**src/rtl/alarm_clock_core.sv**
```systemverilog
// BCD time-of-day and alarm core driven by the upstream 1 Hz tick.
// Exposes an Avalon-MM register slave, an IRQ, and BCD display outputs.
module alarm_clock_core #(
    parameter int unsigned RING_SECONDS = 60,
    parameter int unsigned SNOOZE_MIN   = 5
) (
    input  logic        clk,
    input  logic        reset_n,
    input  logic        tick,
    input  logic [2:0]  address,
    input  logic        chipselect,
    input  logic        write_n,
    input  logic [15:0] writedata,
    output logic [15:0] readdata,
    output logic        irq,
    output logic        alarm_out,
    output logic [23:0] disp_hms
);

    typedef enum logic [1:0] {IDLE, RINGING, SNOOZE} state_t;

    localparam logic [6:0] RING_LOAD   = 7'(RING_SECONDS);
    localparam logic [6:0] SNOOZE_LOAD = 7'(SNOOZE_MIN);

    state_t      state;
    logic [7:0]  hh, mm, ss;
    logic [7:0]  al_hh, al_mm;
    logic [2:0]  ctrl;
    logic        alarm_flag;
    logic        err;
    logic [6:0]  ring_cnt;
    logic [6:0]  snz_cnt;

    logic        wr, wr_hm, wr_s, wr_al, wr_ctl, wr_st;
    logic        hm_ok, s_ok, al_ok, err_set;
    logic        alarm_en, irq_en, run;
    logic        time_wr, acc_tick, sec_wrap, min_wrap, minute_roll, match;
    logic        dismiss, snooze, en_nxt;
    logic [7:0]  ss_inc, mm_inc, hh_inc, mm_n, hh_n;
    logic        ringing, snoozing;

    function automatic logic hh_valid(input logic [7:0] v);
        return (v[7:4] <= 4'd9) && (v[3:0] <= 4'd9) && (v <= 8'h23);
    endfunction

    function automatic logic ms_valid(input logic [7:0] v);
        return (v[7:4] <= 4'd5) && (v[3:0] <= 4'd9);
    endfunction

    function automatic logic [7:0] bcd_inc(input logic [7:0] v, input logic [7:0] top);
        if (v == top)
            return 8'h00;
        else if (v[3:0] == 4'd9)
            return {v[7:4] + 4'd1, 4'h0};
        else
            return v + 8'd1;
    endfunction

    assign alarm_en = ctrl[0];
    assign irq_en   = ctrl[1];
    assign run      = ctrl[2];

    assign wr     = chipselect & ~write_n;
    assign wr_hm  = wr & (address == 3'd0);
    assign wr_s   = wr & (address == 3'd1);
    assign wr_al  = wr & (address == 3'd2);
    assign wr_ctl = wr & (address == 3'd3);
    assign wr_st  = wr & (address == 3'd4);

    assign hm_ok   = hh_valid(writedata[15:8]) & ms_valid(writedata[7:0]);
    assign s_ok    = ms_valid(writedata[7:0]);
    assign al_ok   = hm_ok;
    assign err_set = (wr_hm & ~hm_ok) | (wr_s & ~s_ok) | (wr_al & ~al_ok);

    // A valid time write takes priority; the coincident tick is discarded entirely.
    assign time_wr  = (wr_hm & hm_ok) | (wr_s & s_ok);
    assign acc_tick = tick & run & ~time_wr;

    assign ss_inc   = bcd_inc(ss, 8'h59);
    assign mm_inc   = bcd_inc(mm, 8'h59);
    assign hh_inc   = bcd_inc(hh, 8'h23);
    assign sec_wrap = (ss == 8'h59);
    assign min_wrap = (mm == 8'h59);
    assign mm_n     = sec_wrap ? mm_inc : mm;
    assign hh_n     = (sec_wrap && min_wrap) ? hh_inc : hh;

    assign minute_roll = acc_tick & sec_wrap;
    assign match       = minute_roll & alarm_en & (hh_n == al_hh) & (mm_n == al_mm);

    assign dismiss = wr_ctl & writedata[3];
    assign snooze  = wr_ctl & writedata[4];
    assign en_nxt  = wr_ctl ? writedata[0] : alarm_en;

    assign ringing  = (state == RINGING);
    assign snoozing = (state == SNOOZE);

    assign irq      = alarm_flag & irq_en;
    assign disp_hms = {hh, mm, ss};

    always_ff @(posedge clk or negedge reset_n) begin
        if (!reset_n) begin
            hh <= '0;
            mm <= '0;
            ss <= '0;
        end else if (wr_hm && hm_ok) begin
            hh <= writedata[15:8];
            mm <= writedata[7:0];
            ss <= '0;
        end else if (wr_s && s_ok) begin
            ss <= writedata[7:0];
        end else if (acc_tick) begin
            ss <= ss_inc;
            mm <= mm_n;
            hh <= hh_n;
        end
    end

    always_ff @(posedge clk or negedge reset_n) begin
        if (!reset_n) begin
            al_hh <= '0;
            al_mm <= '0;
            ctrl  <= '0;
            err   <= 1'b0;
        end else begin
            if (wr_al && al_ok) begin
                al_hh <= writedata[15:8];
                al_mm <= writedata[7:0];
            end
            if (wr_ctl)
                ctrl <= writedata[2:0];
            if (err_set)
                err <= 1'b1;
            else if (wr_st && writedata[2])
                err <= 1'b0;
        end
    end

    // W1C is applied first so that a same-cycle ring entry re-sets the flag.
    always_ff @(posedge clk or negedge reset_n) begin
        if (!reset_n) begin
            state      <= IDLE;
            alarm_out  <= 1'b0;
            alarm_flag <= 1'b0;
            ring_cnt   <= '0;
            snz_cnt    <= '0;
        end else begin
            if (wr_st && writedata[0])
                alarm_flag <= 1'b0;
            if (!en_nxt) begin
                state     <= IDLE;
                alarm_out <= 1'b0;
            end else begin
                unique case (state)
                    IDLE: begin
                        if (match) begin
                            state      <= RINGING;
                            alarm_out  <= 1'b1;
                            ring_cnt   <= RING_LOAD;
                            alarm_flag <= 1'b1;
                        end
                    end
                    RINGING: begin
                        if (dismiss) begin
                            state     <= IDLE;
                            alarm_out <= 1'b0;
                        end else if (snooze) begin
                            state     <= SNOOZE;
                            alarm_out <= 1'b0;
                            snz_cnt   <= SNOOZE_LOAD;
                        end else if (acc_tick) begin
                            if (ring_cnt <= 7'd1) begin
                                state     <= IDLE;
                                alarm_out <= 1'b0;
                            end else begin
                                ring_cnt <= ring_cnt - 7'd1;
                            end
                        end
                    end
                    SNOOZE: begin
                        if (dismiss) begin
                            state <= IDLE;
                        end else if (minute_roll) begin
                            if (snz_cnt <= 7'd1) begin
                                state      <= RINGING;
                                alarm_out  <= 1'b1;
                                ring_cnt   <= RING_LOAD;
                                alarm_flag <= 1'b1;
                            end else begin
                                snz_cnt <= snz_cnt - 7'd1;
                            end
                        end
                    end
                    default: begin
                        state     <= IDLE;
                        alarm_out <= 1'b0;
                    end
                endcase
            end
        end
    end

    always_ff @(posedge clk or negedge reset_n) begin
        if (!reset_n) begin
            readdata <= '0;
        end else begin
            unique case (address)
                3'd0:    readdata <= {hh, mm};
                3'd1:    readdata <= {8'h00, ss};
                3'd2:    readdata <= {al_hh, al_mm};
                3'd3:    readdata <= {13'h0, ctrl};
                3'd4:    readdata <= {12'h0, snoozing, err, ringing, alarm_flag};
                default: readdata <= '0;
            endcase
        end
    end

endmodule

```
**config.mk**
```make
export PLATFORM = sky130hd
export DESIGN_NAME = alarm_clock_core
export DESIGN_NICKNAME = d
export VERILOG_FILES = /design/src/rtl/alarm_clock_core.sv
export SDC_FILE = /design/constraint.sdc
export NUM_CORES = 1
export LEC_CHECK = 0
export ABC_AREA = 1
export CAP_MARGIN = 20
export CORE_MARGIN = 4
export CORE_UTILIZATION = 54
export CTS_BUF_LIST = sky130_fd_sc_hd__clkbuf_16
export DETAILED_ROUTE_END_ITERATION = 8
export PLACE_DENSITY = 0.78
export SYNTH_ARGS = -nofsm -noshare
export SYNTH_HDL_FRONTEND = slang
export SYNTH_SLANG_ARGS = --single-unit
```
**constraint.sdc**
```tcl
create_clock -name clk -period 2.85 [get_ports clk]
set_input_delay 0.57 -clock clk [delete_from_list [all_inputs] [get_ports clk]]
set_output_delay 0.57 -clock clk [all_outputs]
set_load 0.02 [all_outputs]
```
==> results.py <==
metrics = {
    "floorplan": {
        "fp-row-count": 34,
        "start_util_pct": 56.6,
        "dieHeight_um": 105,
        "die-area_mm2": 0.0109,
        "die_x_um": 105,
        "io_pins": 66,
        "core_mm2": 0.00889,
    },
    "logic_synthesis": {
        "ys_seq_area_share_pct": 38.8,
        "synth_enable_flop_cells": 0,
        "syn_area_per_cell_um2": 7.46,
        "synthFlopType": "dfrtp_1",
        "synth_common_cells": "156 x nand2_1, 101 x inv_1, 78 x dfrtp_1",
        "netlist_top_cells_area": "dfrtp_1 39%, nand2_1 12%, inv_1 7.5%",
        "synth.net_count": 715,
        "synth_seq_cells": 78,
        "yosys.cell_count.top_type": "nand2_1",
        "syn_area_mm2": 0.00503,
        "ys_types": 42,
        "ys_async_sr_fraction_pct": 100,
        "synth_area_leader_cell": "dfrtp_1",
        "synth.top_cell.area_share_pct": 38.8,
        "yosys_warnings": 0,
        "synth_cells": 675,
    },
    "pwr": {
        "ir_drop_mv": 0.520,
        "powerDensity_mw_per_mm2": 812,
        "leakagePower_nw": 3.14,
    },
    "run": {
        "drv_cap": 0,
    },
    "route": {
        "routed_wl_um": 14600,
        "vias": 5080,
        "ant_nets": 0,
        "detailedRoute.firstIterationViolations": 494,
        "vias_per_cell": 5.81,
        "drc": 0,
        "routedWlPerCell_um": 16.6,
        "firstDrtPassIters": 5,
    },
    "setup_path": {
        "cp-start-kind": "flop",
        "cp_cell_sequence": "inv_1, ha_1, nand2_2, nor2_4, nand3_4, nor2_8, nand2_1, nand3_1, nand2_1, nor2_1, nand2_1, nor2_1, nand3_2, nand2_2, nand2_4, nand2_1, o21ai_2",
        "worstSetupPathType": "reg -> reg",
        "cp-end-kind": "flop",
        "crit_required_ps": 3080,
        "cp.arrival_ps": 2920,
        "critPathMaxStageDelay_ps": 450,
        "crit_fanout": 14,
        "crit_slowest_cell": "dfrtp_1",
        "path_common_cell": "nand2_1",
    },
    "clocking": {
        "cts_sinks": 78,
        "clock_latency_ps": 340,
        "clk_pin_slew_worst_paths_ps": 60,
        "ctsHoldBuffers": 0,
        "cts_tree": "done",
        "htree_levels": 3,
        "clockBufferDepth": 2,
        "cts_root_buffer": "clkbuf_16",
        "cts_buffers": 9,
    },
    "cells_and_area": {
        "nets": 802,
        "syn2layout_area_growth_pct": 24.6,
        "diodes": 0,
        "drive_above_1_share_pct": 11.5,
        "fin_util_pct": 70.6,
    },
    "place": {
        "dp_slack_ps": 45.1,
        "dp_hpwl_um": 10700,
        "routabilityCongestion": 0.938,
        "portBuffers": 65,
    },
    "sta": {
        "period_minus_slack_ps": 2690,
        "holdWs_ps": 273,
        "timing.final.ws_setup_ps": 161,
        "worstMarginPinSlew_ps": 707,
        "relSlewSlack_pct": 52.9,
        "final_max_slew_viol_count": 0,
        "hold_violations": 0,
        "fmax_ghz": 0.372,
        "finalSetupViolations": 0,
        "period_share_pct": 94.4,
        "finClkSkew_ps": 7.38,
    },
    "global_routing": {
        "antenna_found_initial": 0,
        "grt_pass1_wl_um": 23500,
        "track_usage_pct": 26.4,
        "grt_pass1_vias": 4889,
        "grt_max_degree": 52,
        "gr-total-overflow": 0,
    },
    "run_status": {
        "status": "complete, no violations",
    },
    "min_path": {
        "min_path_type": "in -> async",
    },
}
-- report_power, final --
group	switching, W	internal [W]
Sequential	0.000291	0.00133
Combinational	0.00129	0.000853
Clock	0.000475	0.000851
Total	0.00206	0.00304
-- layout make-up --
cell class	instances	area, um^2
fillers	701	2620
clock inverters	7	114
repair buffers	87	826
clock buffers	9	225
multi-input cells	480	2630
inverters	106	398
well taps	108	135
flip-flops and latches	78	1950
-- worst max-delay path: cells and delay by family, from the launching register on --
family / cells / cell delay, ps
and+or+nand+nor: 14 / 1730
adders and majority gates: 1 / 200
AOI/OAI and AO/OA: 1 / 50
DFF: 1 / 450
buffers and inverters: 1 / 130
-- state kept, by name, summed over array words and instances (netlist names) --
signal and cells:
ring_cnt 7, alarm_out 1, mm 8, err 1, readdata 16, hh 8
snz_cnt 7, al_hh 8, ctrl 3, al_mm 8, alarm_flag 1, state 2
ss 8
-- stage by stage --
step / power (W) / TNS [ps] / instances / cell area (um^2)
after floorplan: 0.00300 / 0 / 675 / 5030
after global placement: 0.00367 / 0 / 855 / 5890
after detailed placement: 0.00373 / 0 / 855 / 5890
after CTS: 0.00506 / 0 / 871 / 6230
after global routing: 0.00541 / -6.20 / 875 / 6270
final: 0.00510 / 0 / 875 / 6270
-- per-layer routing --
metal / share of wire, % / GRT usage [%] / wire (um)
met5: 0 / 0 / 0
met4: 3.0 / 10.1 / 431
met3: 7.4 / 3.70 / 1080
met2: 47 / 44.0 / 6910
met1: 42 / 35.1 / 6150
-- logic make-up after synthesis --
logic type / after synthesis / share of synthesized area [%]
AOI/OAI and AO/OA: 119 / 14.8
xor gates and xnor gates: 5 / 0.870
adders and majority gates: 16 / 3.98
buffers and inverters: 118 / 9.57
DFF: 78 / 38.8
muxes: 1 / 0.224
and+or+nand+nor: 338 / 31.8
-- path summary, 6_finish.rpt --
| path | from | endpoint | slack [ps] | cells past startpoint |
|---|---|---|---|---|
| setup / recovery | mm[1] | ring_cnt[2] | 160 | 17 |
| hold / removal | reset_n | al_mm[6] | 270 | 1 |
| setup reg to reg | mm[1] | ring_cnt[2] | 160 | 17 |
| hold reg to reg | al_mm[5] | al_mm[5] | 490 | 2 |
| max in group asynchronous | reset_n | ring_cnt[4] | 1950 | 2 |
| min in group clk | al_mm[5] | al_mm[5] | 490 | 2 |
-- repair_timing --
item	CTS	global route
endpoints found under the setup margin	0	9
gates resized for setup	0	2
setup buffers	0	3
-- cell usage in the layout, fill, tap and decap left out, drive strengths merged --
cell type and count:
nand2 168, inv 105, dfrtp 78, nor2 72, clkdlybuf4s50 64, nand3 64
o21ai 56, buf 23, a21oi 18, o22ai 16, ha 16, nand4 13
o221ai 11, nor3 11, clkbuf 9, a22oi 6, or2 6, a221oi 5
xor2 5, clkinv 4, o211ai 3, nand3b 3, bufinv 3, o2111ai 2
o31ai 1, nor3b 1, mux2 1, nor4 1, o21bai 1, clkinvlp 1
Note: power is estimated with default switching activity, not from simulation.
==> patch 1 (same settings) <==
Re-encode `state_t` (3 states) as one-hot, 3 bits wide.
--- a/src/rtl/alarm_clock_core.sv
+++ b/src/rtl/alarm_clock_core.sv
@@ -17,7 +17,7 @@
     output logic [23:0] disp_hms
 );
 
-    typedef enum logic [1:0] {IDLE, RINGING, SNOOZE} state_t;
+    typedef enum logic [2:0] {IDLE = 3'b001, RINGING = 3'b010, SNOOZE = 3'b100} state_t;
 
     localparam logic [6:0] RING_LOAD   = 7'(RING_SECONDS);
     localparam logic [6:0] SNOOZE_LOAD = 7'(SNOOZE_MIN);
Check against the original RTL: same outputs for any inputs over 4 cycles, from zero or initial values and one cycle with reset_n low; so few cycles prove little.
==> patch 1 against the unedited design <==
Total power shrank 1.8%. Worst setup slack gained 4.3 ps. Routed wire length grew 3.0%. Design area grew 3.5%. Sequential share of layout area shrank 0.64 points. Global-route usage grew 1.1 points. Via count grew 3.7%. Final cell count grew 6.7%. Fmax grew 0.16%. Sequential cell count grew 1. Area after synthesis grew 1.4%. Clock power shrank 8%. Critical path type unchanged. Critical endpoint is now ring_cnt[1]. Largest power group unchanged.
==> patch 1: results (changes against the unedited design) <==
maxSlewHeadroom: 0.5282  # about the same
regMostFlops: "readdata"
cp_slowest_cell: "dfrtp_1"
p_leak_nw: 3.261  # +3.9%
first_pass_iters: 5  # unchanged
clkTransAtPathRegs_ps: 60  # about the same
antenna_cells: 0  # unchanged
fin_nets: 840  # +4.7%
grt_max_degree: 53  # +1.9%
slowest_delay_ps: 450  # about the same
drt-total-wl_mm: 15.01  # +3.0%
synth-async-reset-ratio: 1.000  # unchanged
hold_slack_ps: 285.3  # +11.89 ps
dpl_cell_area_um2: 6115  # +3.8%
drt_first_iter_violations: 426  # -14%
hpwl_mm: 11.11  # +3.7%
vias: 5268  # +3.7%
grt_pass1_wl_mm: 24.85  # +5.9%
wl_met3_um: 939  # -13%
peakVddDrop_mv: 0.4806  # -7.6%
finClkSkew_ps: 10.08  # +2.701 ps
grt_pass1_vias: 5120  # +4.7%
largest_reg_flops: 16  # unchanged
cts-root-buf: "clkbuf_16"
dp_cells: 912  # +6.7%
cts_buffer_depth: 2  # unchanged
critPathMaxFanout: 17  # +3
critPathTopFamily: "simple AND/OR/NAND/NOR gates"
place.gp.congestion: 0.9105  # -2.9%
wl_met1_mm: 6.350  # +3.3%
hp-class: "in -> async"
clk_latency_ps: 340  # about the same
wire_per_inst_um: 16.07  # -3.5%
synthTopCellsByArea: "dfrtp_1, nand2_1, inv_1, nand3_1, nor2_1"
final_layout_size_suffix_gt1_frac: 0.1304  # +0.01570
synthTopCellsByCount: "nand2_1, inv_1, dfrtp_1, nor2_1, nand3_1"
ys_warn_count: 0  # unchanged
synth.distinct_cells: 43  # +2.4%
htree_levels: 3  # unchanged
pre_cts_slack_ps: -126.3  # -171.5 ps
arrival_ps: 2910  # about the same
topRoutingLayerUsed: "met4"
r2r_setup_slack_ps: 160
synth-xor-area-share: 0.01029  # +0.001596
status: "completed"
synthMuxAreaShare: 0  # -0.002237
synth-compound-area-share: 0.1446  # -0.003255
synth-main-ff-cell: "dfrtp_1"
wl_met2_mm: 7.435  # +7.6%
seq_area_frac_synth: 0.3875  # about the same
syn_nets: 735  # +2.8%
drtAntennaViolNets: 0  # unchanged
track_usage: 0.2753  # +0.01122
synthAdderAreaFrac: 0.03922  # -0.0005457
max_freq_mhz: 372.4  # +0.16%
synth_cells: 695  # +3.0%
antenna_found_initial: 0  # unchanged
io_buffer_count: 65  # unchanged
cts_buffers: 9  # unchanged
==> patch 1: power breakdown <==
group	total, mW	switching, mW	internal [mW]
clock	1.23	0.464	0.761
sequential	1.64	0.268	1.37
combinational	2.14	1.28	0.854
==> patch 1: timing repair <==
| action | CTS | global route |
|---|---|---|
| endpoints found under the setup margin | 0 | 9 |
| setup buffers | 0 | 6 |
| gates resized for setup | 0 | 5 |
==> patch 1: final timing paths <==
check,from,end,depth (start not counted)
max in group asynchronous,reset_n,mm[1],2
worst max register to register,mm[5],ring_cnt[1],17
worst max-delay path,mm[5],ring_cnt[1],17
min in group clk,alarm_out,alarm_out,2
worst min-delay path,reset_n,al_hh[3],1
worst min register to register,alarm_out,alarm_out,2
==> patch 1: routing by layer <==
| layer | vias to the layer above | GRT usage |
|---|---|---|
| met5 | - | 0 |
| met4 | 0 | 0.09653 |
| met1 | 2528 | 0.3599 |
| li1 | 2507 | - |
| met3 | 26 | 0.04960 |
| met2 | 207 | 0.4590 |
==> patch 1: area by class of cell <==
type	count	area (um2)
clock buffers	9	225.2
clock inverters	7	88.84
fillers	760	2743
inverters	102	382.9
multi-input cells	503	2686
flip-flops and latches	79	1979
well taps	129	161.4
repair buffers	105	973.4
==> patch 1: worst register-to-register path, stage by stage (launching register included) <==
cell     delay, ps
dfrtp_1        450
inv_1          160
ha_2           230
nand3_1        130
nor2_4         130
nand2_4        150
o21ai_1        180
nand2_1        130
nand2_1         80
nand2_1         50
nor2_1          90
nand2_1         70
nor2_2         170
nand2_1        140
nand2_2        110
nand2_4        140
nand2_1        130
o21ai_2         50
==> patch 1: metrics by stage <==
stage / setup TNS, ps / utilization
detailed placement: -668.2 / 0.6617
CTS: 0 / 0.6957
global placement: 0 / 0.6617
floorplan: 0 / -
global route: -4.233 / 0.7032
finish: 0 / 0.7032
==> patch 2 (config.mk and constraints unchanged) <==
Made on the original files. Change the parameter `RING_SECONDS` from 60 to 30.
--- a/src/rtl/alarm_clock_core.sv
+++ b/src/rtl/alarm_clock_core.sv
@@ -1,7 +1,7 @@
 // BCD time-of-day and alarm core driven by the upstream 1 Hz tick.
 // Exposes an Avalon-MM register slave, an IRQ, and BCD display outputs.
 module alarm_clock_core #(
-    parameter int unsigned RING_SECONDS = 60,
+    parameter int unsigned RING_SECONDS = 30,
     parameter int unsigned SNOOZE_MIN   = 5
 ) (
     input  logic        clk,
Check against the original RTL: no difference found for any inputs over 4 cycles, from zero or initial values and one cycle with reset_n low; that may be too few to reach the edited logic, so the function may still have changed.
==> patch 2 against the unedited design <==
Sequential cell count unchanged. Routed wire length down 1.7%. Total power down 14%. Worst setup slack better by 36 ps. Fmax up 1.4%. Area after synthesis down 2.2%. Design area down 1.1%.
==> patch 2: results (changes against the unedited design) <==
status: "completed"
p_switching_mw: 1.727  # -16%
r2r_setup_slack_ps: 200  # +40 ps
final_layout_size_suffix_gt1_frac: 0.1025  # -0.01227
first_pass_iters: 5  # unchanged
p_leak_nw: 3.143  # +0.15%
antenna_found_initial: 0  # unchanged
tightest_slew_ps: 997.5  # +290.3 ps
drt_first_iter_violations: 506  # +2.4%
viasPerCell: 5.760  # -0.79%
arrival_ps: 2880  # -40 ps
synth-async-reset-ratio: 1.000  # unchanged
clk_latency_ps: 340  # about the same
critPathMaxFanout: 13  # -1
synthTopCellsByCount: "nand2_1, inv_1, dfrtp_1, nand3_1, nor2_1"
htree_levels: 3  # unchanged
fin_nets: 806  # +0.50%
largest_reg_flops: 16  # unchanged
cts-root-buf: "clkbuf_16"
cts_buffer_depth: 2  # unchanged
hp-class: "in -> async"
grt_pass1_vias: 4868  # -0.43%
io_buffer_count: 65  # unchanged
grt_max_degree: 79  # +52%
regMostFlops: "readdata"
seq_area_frac_synth: 0.3962  # +0.008567
drt-total-wl_mm: 14.32  # -1.7%
grt_pass1_wl_mm: 23.27  # -0.82%
synthTopCellsByArea: "dfrtp_1, nand2_1, inv_1, nand3_1, nor2_1"
ys_warn_count: 0  # unchanged
cts_buffers: 9  # unchanged
cp_slowest_cell: "dfrtp_1"
clkTransAtPathRegs_ps: 60  # about the same
reg2regPathDepth: 16  # -1
antenna_cells: 0  # unchanged
synth.distinct_cells: 42  # unchanged
wire_per_inst_um: 16.29  # -2.1%
hpwl_mm: 10.38  # -3.1%
postCtsSetupRepairBufs: 0  # unchanged
slowest_delay_ps: 380  # -70 ps
syn_nets: 708  # -0.98%
syn_area_per_cell_um2: 7.374  # -1.1%
finClkSkew_ps: 7.232  # -0.1477 ps
cts_resized: 0  # unchanged
peakVddDrop_mv: 0.3403  # -35%
dp_cells: 863  # +0.94%
track_usage: 0.2631  # -0.0009366
place.gp.congestion: 0.9126  # -2.7%
rr_endpoint: "ring_cnt[5]"
worstReg2RegStart: "ss[1]"
## patch 2: cell types whose count changed after synthesis, sizes merged, moves of 2 or more
cell    change
a21oi       +4
clkinv      -2
nand3b      +2
o21a        +2
o21ai       -9
nand2      +11
a31oi       +3
nand4       -2
inv         -7
nor2        -9
o211ai      -3
## patch 2: final cells by class
type                            count  area, um2
Fill cell                         709       2603
Multi-Input combinational cell    480       2551
Sequential cell                    78       1952
Timing Repair Buffer              100      910.9
Inverter                           97      364.1
Clock buffer                        9      225.2
Tap cell                          108      135.1
Clock inverter                      7      65.06
## patch 2: how the worst max path moves through the flow
stage / slack [ps] / start / endpoint / cells past startpoint
final: 200 / ss[1] / ring_cnt[5] / 16
after global routing: 6 / mm[1] / ring_cnt[5] / 16
after CTS: 150 / ss[1] / ring_cnt[5] / 16
after detailed placement: 2 / address[1] / snz_cnt[4] / 13
after global placement: 150 / chipselect / snz_cnt[6] / 14
after floorplan: 430 / ss[5] / ring_cnt[5] / 19
## patch 2: stage by stage
stage	utilization	setup slack (ps)	instance area [um2]	hold slack [ps]
floorplan	-	433.3	4926	274.4
CTS	0.7028	149.6	6188	445.9
finish	0.7045	196.9	6203	375.7
global route	0.7045	5.731	6203	488.4
detailed placement	0.6698	2.037	5898	470.8
global placement	0.6698	146.8	5898	450.3
## patch 2: cell families after synthesis
family | Yosys count | share of synthesized area
and+or+nand+nor | 339 | 0.3173
xor gates and xnor gates | 6 | 0.01067
adders and majority gates | 16 | 0.04064
AOI/OAI and AO/OA | 119 | 0.1463
buffers and inverters | 110 | 0.08890
DFF | 78 | 0.3962
## patch 2: worst max-delay path: cells and delay by family (launching register included)
kind | cells | cell delay [ps]
AOI/OAI and AO/OA | 2 | 410
DFF | 1 | 380
buffers and inverters | 1 | 90
adders and majority gates | 1 | 230
and+or+nand+nor | 12 | 1430
## patch 2: metal layers
metal	GRT usage	up-vias	wire (um)
li1	-	2407	-
met1	0.3477	2363	5758
met2	0.4285	242	7004
met3	0.04913	51	1176
met4	0.1064	0	380
met5	0	-	0
## patch 2: power groups by stage
stage | logic [mW] | clock network (mW) | registers, mW
after global placement | 1.71 | 0 | 1.44
after floorplan | 0.878 | 0 | 1.61
after detailed placement | 1.75 | 0 | 1.45
final | 1.80 | 1.14 | 1.44
after global routing | 1.96 | 1.21 | 1.46
after CTS | 1.77 | 1.15 | 1.43
